===== src/rtl/status_7seg_pkg.sv =====
// Shared status codes and the active-high abcdefg glyph table for the
// status display multiplexer.
package status_7seg_pkg;

    typedef logic [3:0] status_code_t;
    typedef logic [6:0] glyph_t;

    localparam status_code_t CODE_NADA   = 4'd0;
    localparam status_code_t CODE_ALARMA = 4'd1;
    localparam status_code_t CODE_CARGA  = 4'd2;
    localparam status_code_t CODE_ERROR  = 4'd3;
    localparam status_code_t CODE_VOLT   = 4'd4;
    localparam status_code_t CODE_PAUSA  = 4'd5;
    localparam status_code_t CODE_HOLD   = 4'd6;
    localparam status_code_t CODE_LISTO  = 4'd7;
    localparam status_code_t CODE_BLANK  = 4'd15;

    // Bit 6 is segment a, bit 0 is segment g; 1 = lit.
    localparam glyph_t GLYPH_TABLE [16] = '{
        7'b0011101,  // o
        7'b1110111,  // A
        7'b1001110,  // C
        7'b1001111,  // E
        7'b0111110,  // V
        7'b1100111,  // P
        7'b0110111,  // H
        7'b0001110,  // L
        7'b0000000,
        7'b0000000,
        7'b0000000,
        7'b0000000,
        7'b0000000,
        7'b0000000,
        7'b0000000,
        7'b0000000
    };

    function automatic glyph_t glyph_of(input status_code_t code);
        return GLYPH_TABLE[code];
    endfunction

endpackage


===== src/rtl/status_7seg_mux_glyph_rom.sv =====
// Combinational status code to active-high glyph decoder.
module seg_glyph_rom
    import status_7seg_pkg::*;
(
    input  logic [3:0] code_i,
    output logic [6:0] glyph_o
);

    assign glyph_o = glyph_of(code_i);

endmodule


===== src/rtl/status_7seg_mux.sv =====
// Time-multiplexed 7-segment status display: shadow-registered codes, a blank
// slot at the start of each digit to avoid ghosting, and per-digit blinking.
module status_7seg_mux
    import status_7seg_pkg::*;
#(
    parameter int NDIG           = 4,
    parameter int SCAN_DIV       = 50000,
    parameter int BLINK_DIV      = 25,
    parameter bit SEG_ACTIVE_LOW = 1'b1,
    parameter bit AN_ACTIVE_LOW  = 1'b1
) (
    input  logic                  clk,
    input  logic                  reset,
    input  logic [4*NDIG-1:0]     estado,
    input  logic [NDIG-1:0]       blink_en,
    input  logic                  load,
    output logic [6:0]            seg,
    output logic [NDIG-1:0]       an
);

    localparam int CW = $clog2(SCAN_DIV);
    localparam int IW = (NDIG > 1) ? $clog2(NDIG) : 1;
    localparam int FW = (BLINK_DIV > 1) ? $clog2(BLINK_DIV) : 1;

    localparam logic [CW-1:0]   SCAN_TC  = CW'(SCAN_DIV - 1);
    localparam logic [IW-1:0]   IDX_LAST = IW'(NDIG - 1);
    localparam logic [FW-1:0]   FRAME_TC = FW'(BLINK_DIV - 1);
    localparam logic [6:0]      SEG_OFF  = {7{SEG_ACTIVE_LOW}};
    localparam logic [NDIG-1:0] AN_OFF   = {NDIG{AN_ACTIVE_LOW}};

    logic [CW-1:0]     scan_q, scan_d;
    logic [IW-1:0]     idx_q, idx_d;
    logic [FW-1:0]     frame_q, frame_d;
    logic              phase_q, phase_d;
    logic [4*NDIG-1:0] codes_q, codes_d;
    logic [NDIG-1:0]   blink_q, blink_d;
    logic [6:0]        seg_q, seg_d;
    logic [NDIG-1:0]   an_q, an_d;

    logic              scan_tc;
    logic              idx_wrap;
    logic [3:0]        cur_code;
    logic              cur_blink;
    logic [NDIG-1:0]   an_sel;
    logic [6:0]        glyph;

    assign scan_tc  = (scan_q == SCAN_TC);
    assign idx_wrap = scan_tc && (idx_q == IDX_LAST);

    always_comb begin
        scan_d  = scan_tc ? '0 : scan_q + 1'b1;
        idx_d   = idx_q;
        frame_d = frame_q;
        phase_d = phase_q;
        if (scan_tc) begin
            idx_d = idx_wrap ? '0 : idx_q + 1'b1;
        end
        if (idx_wrap) begin
            if (frame_q == FRAME_TC) begin
                frame_d = '0;
                phase_d = ~phase_q;
            end else begin
                frame_d = frame_q + 1'b1;
            end
        end
    end

    always_comb begin
        codes_d = load ? estado   : codes_q;
        blink_d = load ? blink_en : blink_q;
    end

    always_comb begin
        cur_code  = CODE_BLANK;
        cur_blink = 1'b0;
        an_sel    = '0;
        for (int i = 0; i < NDIG; i++) begin
            if (idx_q == IW'(i)) begin
                cur_code  = codes_q[4*i +: 4];
                cur_blink = blink_q[i];
                an_sel[i] = 1'b1;
            end
        end
    end

    seg_glyph_rom u_rom (
        .code_i  (cur_code),
        .glyph_o (glyph)
    );

    // Outputs are registered from the current counter/index/shadow, so the
    // slot at scan_q == 0 always produces one fully dark cycle.
    always_comb begin
        seg_d = SEG_OFF;
        an_d  = AN_OFF;
        if (scan_q != '0) begin
            an_d = an_sel ^ AN_OFF;
            if (!(phase_q && cur_blink)) begin
                seg_d = glyph ^ SEG_OFF;
            end
        end
    end

    always_ff @(posedge clk) begin
        if (reset) begin
            scan_q  <= '0;
            idx_q   <= '0;
            frame_q <= '0;
            phase_q <= 1'b0;
            codes_q <= {NDIG{CODE_BLANK}};
            blink_q <= '0;
            seg_q   <= SEG_OFF;
            an_q    <= AN_OFF;
        end else begin
            scan_q  <= scan_d;
            idx_q   <= idx_d;
            frame_q <= frame_d;
            phase_q <= phase_d;
            codes_q <= codes_d;
            blink_q <= blink_d;
            seg_q   <= seg_d;
            an_q    <= an_d;
        end
    end

    assign seg = seg_q;
    assign an  = an_q;

endmodule


===== config.mk =====
export PLATFORM = sky130hd
export DESIGN_NAME = status_7seg_mux
export DESIGN_NICKNAME = d
export VERILOG_FILES = /design/src/rtl/status_7seg_pkg.sv /design/src/rtl/status_7seg_mux_glyph_rom.sv /design/src/rtl/status_7seg_mux.sv
export SDC_FILE = /design/constraint.sdc
export NUM_CORES = 1
export LEC_CHECK = 0
export ABC_CLOCK_PERIOD_IN_PS = 6000
export CAP_MARGIN = 20
export CORE_ASPECT_RATIO = 2
export CORE_MARGIN = 4
export CORE_UTILIZATION = 50
export DETAILED_ROUTE_END_ITERATION = 10
export PLACE_DENSITY_LB_ADDON = 0.1
export SYNTH_ARGS = -nofsm -noshare
export SYNTH_HDL_FRONTEND = slang
export SYNTH_SLANG_ARGS = --single-unit

===== constraint.sdc =====
create_clock -name clk -period 6 [get_ports clk]
set_clock_uncertainty 0.1 [all_clocks]
set_input_delay 1.5 -clock clk [delete_from_list [all_inputs] [get_ports clk]]
set_output_delay 1.5 -clock clk [all_outputs]
set_load 0.03 [all_outputs]

# ---- Yosys cells after proc, flatten, opt, wreduce, memory -nomap -nowiden
# Memories as Yosys holds them, arrays and structs flattened.
# Cells that the tools add are included.
dict set report op_classes {
  div 0
  n_shift 0
  n_mux 16
  eq_ne 5
  bitwise 5
  n_lt_le_gt_ge 1
  n_reduce_logical 8
  n_mul 0
  addsub 3
}
# cell count
set ops {}
lappend ops {{16-bit by 1-bit adder with 16-bit output (second input constant)} 1}
lappend ops {{16-bit == test (second input constant)} 1}
lappend ops {{4-bit 2-to-1 mux} 4}
lappend ops {{16-bit nonzero test} 1}
lappend ops {{7-bit 2-to-1 mux} 2}
lappend ops {{1-bit 2-to-1 mux} 8}
lappend ops {{7-bit NOT} 1}
lappend ops {{5-bit by 1-bit adder with 5-bit output (second input constant)} 1}
lappend ops {{5-bit == test (second input constant)} 1}
lappend ops {{5-bit greater-or-equal comparator (second input constant)} 1}
lappend ops {{5-bit 2-to-1 mux} 1}
lappend ops {{4-bit NOT with 5-bit output} 1}
lappend ops {{2-bit == test (second input constant)} 2}
lappend ops {{4-bit NOT} 1}
lappend ops {{2-bit OR reduction} 2}
lappend ops {{3-bit OR reduction} 1}
lappend ops {{2-bit by 1-bit adder with 2-bit output (second input constant)} 1}
lappend ops {{2-bit by 1-bit == test with 1-bit output (second input constant)} 1}
lappend ops {{1-bit logical AND} 2}
lappend ops {{2-bit zero test} 1}
lappend ops {{2-bit 2-to-1 mux} 1}
lappend ops {{1-bit NOT} 2}
lappend ops {{2-bit AND reduction} 1}
dict set report word_totals {
  elab_cells 47
  mem_count 1
  latchBits 0
  rom_bits 112
  output_inout_bits 11
  ram_bits 0
  ff_bits 55
}
# memory depth width read_ports rd_ports_with_merged_regs wr line_no
set mem_list {}
lappend mem_list {{(no name shown)} 16 7 1 0 0 status_7seg_pkg.sv:39} ;# return GLYPH_TABLE[code];

# ---- Longest topological paths before layout
dict set report depth {
  depth_word 10
  depth_mapped 10
  mapped_depth_nobuf 9
}

# ---- By module
# From an unflattened synthesis, not the netlist that was laid out.
dict set report unflattened {
  hier_cells 282
  hier_area_um2 2496.1
}
# module seq_area_each_um2 cells_each area_each_um2 instances
set modules_own_cells {}
lappend modules_own_cells {status_7seg_mux 1101.1 263 2368.5 1}
lappend modules_own_cells {seg_glyph_rom 0.0 19 127.6 1}

# ---- Worst setup path after synthesis
# Ideal clock, no wire load.
dict set report synth_timing {
  kind {in2reg}
  from {in load}
  to {reg blink_q[0]}
  path_slack_ns 3.396
  path_stages 4
  arrival_ns 2.377
  path_cell_list {clkbuf_1 -> clkbuf_1 -> mux2i_1 -> nor2_1}
}
# element line_no
set synth_rtl {}
lappend synth_rtl {{from (decl)} status_7seg_mux.sv:16} ;# input logic load,
lappend synth_rtl {{to (signal assigned)} status_7seg_mux.sv:120} ;# blink_q <= blink_d;
lappend synth_rtl {{to (decl)} status_7seg_mux.sv:36} ;# logic [NDIG-1:0] blink_q, blink_d;

# ---- Worst setup path after layout
dict set report layout_timing {
  from {in reset}
  to {reg seg_q[0], in the netlist seg[0]}
}
dict set report layout_between {
  elab_chain_cells 1
}
# element line_no
set layout_rtl {}
lappend layout_rtl {{from (decl)} status_7seg_mux.sv:13} ;# input logic reset,
lappend layout_rtl {{3-bit OR reduction (no line)} -}
lappend layout_rtl {{to (signal assigned)} status_7seg_mux.sv:121} ;# seg_q <= seg_d;
lappend layout_rtl {{to (decl)} status_7seg_mux.sv:37} ;# logic [6:0] seg_q, seg_d;
# Every way passes these cells.
# A chain may end at the register's enable or synchronous reset.

==> flow_metrics.env <==
export IMPL_end_kind="flop"
export IMPL_powerDensity_nw_per_um2=243
export IMPL_synth_compound_area_frac=0.146
export IMPL_post_route_period_util=0.559
export IMPL_dp_final_hpwl_mm=3.92
export IMPL_ant_nets=0
export IMPL_synthAdderAreaFrac=0.0466
export IMPL_crit_path_max_fanout=17
export IMPL_hold_violations=0
export IMPL_stdcell_count=354
export IMPL_clk_latency_ps=320
export IMPL_yosysMostFrequentCell="dfxtp_1"
export IMPL_run_status="finished clean"
export IMPL_wl_per_cell_um=15.0
export IMPL_ys_top_cells_by_area="dfxtp_1, a211o_1, ha_1, nor2b_1, nor2_1"
export IMPL_synth_top_family_by_area="simple AND/OR/NAND/NOR gates"
export IMPL_die_y_um=106
export IMPL_totalPowerFinal_mw=0.703
export IMPL_fmax_ghz=0.298
export IMPL_reg2reg_slack_ps=3470
export IMPL_fin_util=0.625
export IMPL_core_um2=4640
export IMPL_worstReg2RegEnd="seg[6]"
export IMPL_die_area_um2=6080
export IMPL_holdPathEnd="frame_q[4]"
export IMPL_drt_pass1_iterations=4
export IMPL_ys_ff_latch=55
export IMPL_p_leak_nw=1.08
export IMPL_synth_edf_count=0
export IMPL_root_buffer="clkbuf_8"
export IMPL_gp_congestion=0.870
export IMPL_post_cts_buffers=0
export IMPL_worstHoldPathCells=2
export IMPL_finalSetupViolations=0
export IMPL_final_area_um2=2900
export IMPL_netlist_area_um2=2420
export IMPL_first_iter_violations=36
export IMPL_first_global_vias=1922
export IMPL_holdWs_ps=378
export IMPL_synthDistinctLibCells=43
export IMPL_drc=0
export IMPL_fin_crit_ps=3350
export IMPL_cts_hold_fix_buffers=0
export IMPL_numCtsBuffers=5
export IMPL_synthSimpleGateAreaFrac=0.237
export IMPL_port_buffer_count=33
export IMPL_cts_sinks=55
export IMPL_grtUsageTotal=0.189
export IMPL_holdCritPathClass="reg2reg"
export IMPL_vias_per_cell=5.47
export IMPL_max_slew_margin=0.454
export IMPL_layout_nets=330
export IMPL_async_flop_share=0
export IMPL_setup_tns_ps=0
export IMPL_rsz0062_at_grt="false"
export IMPL_ys_flop_type="dfxtp_1"
export IMPL_clock_path_buffers=2
export IMPL_synth_top_area_share=0.455
export IMPL_cp_data_arrival_time_ps=3420
export IMPL_final_max_slew_viol_count=0
export IMPL_required_ps=6060
export IMPL_maxCapViolCount=0
export IMPL_io_pins=34
export IMPL_avgSynthCellArea_um2=9.06
export IMPL_drive_above_1_share=0.0635
export IMPL_yosysTopAreaCell="dfxtp_1"
export IMPL_cts_resized=0
export IMPL_grt_pass1_wl_mm=9.03
export IMPL_htreeDepth=2
export IMPL_antenna_found_initial=0
export IMPL_diodes=0
export IMPL_std_cell_rows=35
export IMPL_syn_nets=299
export IMPL_synth_area_mux_share=0.0207
export IMPL_timing_final_ws_setup_ps=2650
export IMPL_grt_max_degree=37
export IMPL_r2r_cells=6
export IMPL_worstReg2RegStart="idx_q[0]"
export IMPL_synth_commonest_cells="dfxtp_1, nor2_1, nand2_1"
export IMPL_synthesis_instances=267
export IMPL_vias=1938
export IMPL_cp_start_kind="input port"
export IMPL_hp_start="frame_q[4]"
export IMPL_clk_pin_slew_worst_paths_ps=100
export IMPL_wl_mm=5.32
export IMPL_start_util=0.521
export IMPL_post_place_ws_ps=2310
export IMPL_placed_area_um2=2780
export IMPL_synth_xor_area_share=0.0507
export IMPL_area_growth_pct=19.9
export IMPL_critical_path_class="in2reg"
export IMPL_ys_seq_area_frac=0.455
export IMPL_yosysWarnings=0
export IMPL_place_inst=346
export IMPL_ir_drop_mv=0.253
export IMPL_grt_overflow_total=0
export IMPL_tightest_slew_ps=820
export IMPL_dieWidth_um=57.2
export IMPL_cts_tree="yes"
-- metal layers --
layer | GRT usage | wire (um) | part of all wire | up-vias
met3 | 0.0243 | 166 | 0.031 | 8
li1 | - | - | - | 989
met4 | 0.0697 | 104 | 0.020 | 0
met2 | 0.368 | 3050 | 0.57 | 35
met1 | 0.195 | 2000 | 0.38 | 906
met5 | 0 | 0 | 0 | -
-- registers in the layout, indices dropped and copies added, names as in the netlist --
register / flops
codes_q: 16
scan_q: 16
seg: 7
frame_q: 5
an: 4
blink_q: 4
idx_q: 2
phase_q: 1
-- power by group --
group	leakage, nW	internal [mW]	switching, mW	total [mW]
logic	0.574	0.0345	0.0300	0.0646
registers	0.450	0.378	0.00726	0.385
clock network	0.0548	0.126	0.128	0.254
-- cells in the final DEF, fill, tap and decap left out, types with 5 or more instances in the layout --
cell type / synthesis / layout
nand4_1: 6 / 6
nand2_1: 22 / 22
inv_1: 15 / 15
a21oi_1: 8 / 8
o21ai_0: 7 / 7
ha_1: 9 / 9
clkdlybuf4s50_1: 0 / 33
xnor2_1: 8 / 8
a211o_1: 16 / 16
clkbuf_8: 0 / 5
nor2b_1: 18 / 18
dfxtp_1: 55 / 55
nand3_1: 10 / 10
xor2_1: 6 / 6
nor2_1: 27 / 27
mux2i_1: 5 / 5
-- cell families (layout without fill, tap and decap cells) --
logic type	Yosys count	after routing
adder cells (fa/ha/maj)	9	9
buffers and inverters	26	58
AO/OA/AOI/OAI	48	48
flip-flops	55	55
AND/OR/NAND/NOR	110	110
XOR/XNOR	14	14
multiplexers	5	5
-- area by class of cell --
class	instances	area [um2]
fill	448	1740
multi-input combinational	186	1210
sequential	55	1100
timing repair buffer	35	345
clock buffer	5	68.8
tap	55	68.8
inverter	15	56.3
clock inverter	3	46.3
-- worst max-delay path, cell delays in order --
cell	delay [ps]
clkdlybuf4s50_1	710
buf_4	350
a31oi_1	370
o21a_1	320
o311ai_0	170
-- worst max-delay path by stage --
stage                 end  startpoint  depth (start not counted)  slack (ps)
6_report           seg[0]       reset                          5        2650
5_1_grt            seg[0]       reset                          5        2470
4_1_cts            seg[0]       reset                          5        2660
3_5_place_dp       seg[0]       reset                          5        2310
3_3_place_gp       seg[0]       reset                          5        2360
2_1_floorplan  blink_q[0]        load                          4        3400
(Power assumes the default switching activity.)
